$ cat config.mk
export PLATFORM = sky130hd
export DESIGN_NAME = peak_period_meter
export DESIGN_NICKNAME = d
export VERILOG_FILES = /design/src/rtl/peak_period_meter.sv
export SDC_FILE = /design/constraint.sdc
export NUM_CORES = 1
export LEC_CHECK = 0
export ABC_AREA = 1
export BUFFER_PORTS_ARGS = -buffer_cell sky130_fd_sc_hd__buf_2
export CORE_UTILIZATION = 54
export DETAILED_ROUTE_END_ITERATION = 6
export PLACE_DENSITY = 0.85
export SLEW_MARGIN = 10
export SYNTH_ARGS = -nofsm -noshare
export SYNTH_HDL_FRONTEND = slang
export SYNTH_SLANG_ARGS = --single-unit
$ cat constraint.sdc
create_clock -name i_clock -period 3 [get_ports i_clock]
set_clock_uncertainty 0.2 [all_clocks]
set_input_delay 0.6 -clock i_clock [delete_from_list [all_inputs] [get_ports i_clock]]
set_output_delay 0.6 -clock i_clock [all_outputs]
set_load 0.005 [all_outputs]
$ cat src/rtl/peak_period_meter.sv
// Measures the interval between accepted peak events and the amplitude at each one.
// It keeps a 4-sample amplitude average and reports lock and timeout status.
module peak_period_meter #(
   parameter int unsigned BLANK_CYCLES   = 16,
   parameter int unsigned TIMEOUT_CYCLES = 1000000,
   parameter int unsigned CNT_W          = 32
) (
   input  logic             i_clock,
   input  logic             i_RESET,
   input  logic             i_peak_detected,
   input  logic [31:0]      i_peak,
   output logic [CNT_W-1:0] o_period,
   output logic [31:0]      o_amplitude,
   output logic [31:0]      o_amp_avg,
   output logic             o_valid,
   output logic             o_locked,
   output logic             o_timeout
);

   typedef enum logic [1:0] {IDLE, BLANK, COUNT} state_t;

   localparam logic [CNT_W-1:0] BLANK_LAST   = CNT_W'(BLANK_CYCLES - 1);
   localparam logic [CNT_W-1:0] TIMEOUT_LAST = CNT_W'(TIMEOUT_CYCLES - 1);

   state_t           state, state_d;
   logic             pdet_q;
   logic             rise;
   logic [CNT_W-1:0] cnt, cnt_d;
   logic [CNT_W-1:0] period_d;
   logic [31:0]      amplitude_d, amp_avg_d;
   logic             valid_d, locked_d, timeout_d;
   logic [2:0]       lock_cnt, lock_cnt_d;
   logic [31:0]      h0, h1, h2, h0_d, h1_d, h2_d;
   logic [33:0]      sum;

   assign rise = i_peak_detected & ~pdet_q;

   // The oldest history entry drops out of the average, so only three are stored.
   assign sum = {2'b00, h2} + {2'b00, h1} + {2'b00, h0} + {2'b00, i_peak};

   always_comb begin
      // NOTE: every variable gets a default here first, so no path can infer a latch.
      state_d     = state;
      cnt_d       = cnt;
      period_d    = o_period;
      amplitude_d = o_amplitude;
      amp_avg_d   = o_amp_avg;
      valid_d     = 1'b0;
      timeout_d   = o_timeout;
      lock_cnt_d  = lock_cnt;
      h0_d        = h0;
      h1_d        = h1;
      h2_d        = h2;

      unique case (state)
         IDLE: begin
            cnt_d = '0;
            if (rise) begin
               amplitude_d = i_peak;
               timeout_d   = 1'b0;
               state_d     = BLANK;
            end
         end
         BLANK: begin
            cnt_d = cnt + 1'b1;
            if (cnt == BLANK_LAST) state_d = COUNT;
         end
         COUNT: begin
            // An accept on the timeout edge wins over the timeout.
            if (rise) begin
               period_d    = cnt + 1'b1;
               amplitude_d = i_peak;
               h2_d        = h1;
               h1_d        = h0;
               h0_d        = i_peak;
               amp_avg_d   = sum[33:2];
               valid_d     = 1'b1;
               lock_cnt_d  = (lock_cnt == 3'd4) ? 3'd4 : lock_cnt + 3'd1;
               cnt_d       = '0;
               timeout_d   = 1'b0;
               state_d     = BLANK;
            end else if (cnt == TIMEOUT_LAST) begin
               timeout_d  = 1'b1;
               lock_cnt_d = 3'd0;
               h0_d       = '0;
               h1_d       = '0;
               h2_d       = '0;
               cnt_d      = '0;
               state_d    = IDLE;
            end else begin
               cnt_d = cnt + 1'b1;
            end
         end
         default: state_d = IDLE;
      endcase

      locked_d = (lock_cnt_d == 3'd4);
   end

   // NOTE: state registers use non-blocking assignments so every flop samples pre-edge values.
   always_ff @(posedge i_clock or negedge i_RESET) begin
      if (!i_RESET) begin
         state       <= IDLE;
         pdet_q      <= 1'b0;
         cnt         <= '0;
         o_period    <= '0;
         o_amplitude <= '0;
         o_amp_avg   <= '0;
         o_valid     <= 1'b0;
         o_locked    <= 1'b0;
         o_timeout   <= 1'b0;
         lock_cnt    <= 3'd0;
         h0          <= '0;
         h1          <= '0;
         h2          <= '0;
      end else begin
         state       <= state_d;
         pdet_q      <= i_peak_detected;
         cnt         <= cnt_d;
         o_period    <= period_d;
         o_amplitude <= amplitude_d;
         o_amp_avg   <= amp_avg_d;
         o_valid     <= valid_d;
         o_locked    <= locked_d;
         o_timeout   <= timeout_d;
         lock_cnt    <= lock_cnt_d;
         h0          <= h0_d;
         h1          <= h1_d;
         h2          <= h2_d;
      end
   end

endmodule

==> flow_summary_export.csv <==
group,metric,value,unit
placed_design,hpwl,25.2,mm
flow_run,cap_violations,0,
placed_design,dp.cells,2118,
sta,fin_crit,3300,ps
sta,tightest_slew,898,ps
drt,ant_nets,0,
synth,netlist_instances,1601,
synth,post-synth-top-count-cell,"nand2_1",
die,start_util,0.549,
global_routing,grt_antenna_before_repair,0,
min_path,hold_class,"input port to flip-flop",
synth,synthFlopType,"dfrtp_1",
die,core,24200,µm²
synth,syn_area,13300,µm²
synth,async_flop_share,1.00,
drt,drt-vias-per-instance,5.43,
critical_path,crit_arrival,3510,ps
synth,ys.warnings.count,0,
sta,setup_slack,-295,ps
synth,synth-seq-area-share,0.438,
clock_tree,cts_tree,"done",
synth,synth_edf_count,0,
critical_path,crit_required,3220,ps
sta,tns,-4330,ps
global_routing,grt_pass1_vias,11700,
sta,setup_viol,26,
clock_tree,clkTransAtPathRegs,60,ps
synth,yosysTopAreaCell,"dfrtp_1",
drt,drc,0,
drt,num_vias,11800,
sta,drv_slew,0,
drt,wl_per_cell,17.0,µm
synth,synthTopCellsByCount,"412 x nand2_1, 312 x inv_1, 233 x dfrtp_1",
synth,synth_seq_cells,233,
die,io_pins,134,
placed_design,gp_congestion,0.925,
synth,ys_types,37,
layout,final_cells,2179,
synth,synth_nets,1739,
die,dieArea,25300,µm²
critical_path,setup.worst_path.class,"flip-flop to flip-flop",
layout,drive_gt1_frac,0.259,
status,violations,"negative setup slack",
layout,finish.utilization,0.695,
critical_path,crit_path_end_kind,"flip-flop",
synth,synth_top_area_frac,0.438,
critical_path,worstPathMaxFanout,3,
sta,hold_violations,0,
synth,synthTopCellsByArea,"dfrtp_1 44%, nand2_1 12%, fa_1 9.6%, inv_1 8.8%, o22ai_1 4.7%",
clock_tree,clock_latency,540,ps
global_routing,grt_pass1_wl,58.5,mm
die,die_x,159,µm
status,outcome,"complete, but fails checks",
critical_path,cp-start-kind,"flip-flop",
global_routing,grt_usage,0.286,
clock_tree,cts_made_buffers,26,
die,die_h,159,µm
drt,totalWireLength,37.0,mm
drt,drt_pass1_iterations,5,
clock_tree,cts.path.max_buffers,3,
clock_tree,clockRootBuffer,"clkbuf_16",
global_routing,grt_overflow,0,
clock_tree,cts.sinks,233,
sta,maxSlewHeadroom,0.401,
sta,fin_crit_sh,1.10,
drt,first_iter_violations,1034,
global_routing,grt_max_degree,89,
sta,rsz0062_at_grt,"true",
layout,nets,1973,
die,fp-row-count,57,
layout,synthToLayoutAreaGrowth,26.5,%
sta,fmax,0.303,GHz
clock_tree,htreeDepth,1,
placed_design,port_buffers,133,
synth,syn_avg_cell_area,8.31,µm²
==> final timing paths <==
kind | from | end | slack [ps] | cells past startpoint
worst max-delay path | h0[1] | o_amp_avg[13] | -300 | 18
worst min-delay path | i_peak_detected | pdet_q | 10 | 1
worst max register to register | h0[1] | o_amp_avg[13] | -300 | 18
worst min register to register | o_period[24] | o_period[24] | 270 | 2
max in group asynchronous | i_RESET | o_amplitude[31] | 1430 | 3
min in group asynchronous | i_RESET | h0[6] | 350 | 2
==> per-stage QoR <==
stage	hold slack (ps)	setup WS, ps	instance area (µm²)
2_1_floorplan	104	-260	13700
3_3_place_gp	256	-496	15500
3_5_place_dp	260	-615	15500
4_1_cts	8.10	-161	16500
5_1_grt	8.39	-447	16800
6_report	10.3	-295	16800
==> registers in the layout, summed over array words and instances (netlist names) <==
signal / flops
state: 2
cnt: 32
o_period: 32
o_timeout: 1
h1: 32
h0: 32
pdet_q: 1
o_locked: 1
h2: 32
o_amplitude: 32
o_amp_avg: 32
lock_cnt: 3
o_valid: 1
==> cell families (layout without fill, tap and decap cells) <==
logic type,count (synthesis),after routing,synth area share
and+or+nand+nor,623,623,0.194
buffers and inverters,364,617,0.108
AOI/OAI and AO/OA,242,242,0.103
DFF,233,233,0.438
adders and majority gates,103,103,0.133
xor gates and xnor gates,36,36,0.0243
other,0,1,0
==> critical path, stage by stage (launching register included) <==
cell	delay (ps)
dfrtp_1	340
inv_2	50
fa_1	510
inv_2	40
fa_1	480
nand2_1	60
nor2_2	150
inv_2	60
fa_2	370
inv_2	80
nand3_4	80
nand3_4	90
nand2_2	70
nand2_4	100
nand2_4	70
nand2_4	100
buf_6	100
xnor2_2	100
o21ai_1	100
==> routing by layer <==
| metal | vias up | GRT usage | wire [µm] | part of all wire |
|---|---|---|---|---|
| li1 | 5499 | - | - | - |
| met1 | 5774 | 0.385 | 15100 | 0.41 |
| met2 | 464 | 0.484 | 18100 | 0.49 |
| met3 | 95 | 0.0425 | 2450 | 0.066 |
| met4 | 0 | 0.0848 | 1330 | 0.036 |
| met5 | - | 0 | 0 | 0 |
==> layout by cell type, fill, tap and decap left out, drive strengths merged <==
cell and instances:
dfrtp 233, dlygate4sd3 1, o21bai 6, nand2 415, ha 39, xnor2 14, nor3 16, and3 1
a21oi 31, bufinv 1, nand3b 8, buf 252, diode 1, o21ai 100, inv 318, nand3 71
clkinvlp 1, nor2 97, fa 64, clkinv 5, and2 1, nand4 14, a31oi 1, clkbuf 39
o21a 1, a2bb2oi 1, xor2 22, o211ai 1, o22ai 101
==> layout make-up <==
cell class | instances | area [µm²]
fill | 1790 | 7410
multi-input combinational | 1004 | 6870
sequential | 233 | 5830
timing repair buffer | 253 | 1680
inverter | 317 | 1200
clock buffer | 39 | 781
tap | 324 | 405
clock inverter | 8 | 78.8
antenna | 1 | 2.50
==> timing repair <==
item                                    4_1_cts  5_1_grt
endpoints found under the setup margin       24       29
hold buffers                                  1        0
setup buffers                                 5        8
resized for setup                            37      100
hold endpoints to repair                     46        0
pin swaps                                    32       28
Power is not shown: default switching activity piles up to over one toggle a cycle in this logic, so the estimate is an artifact.
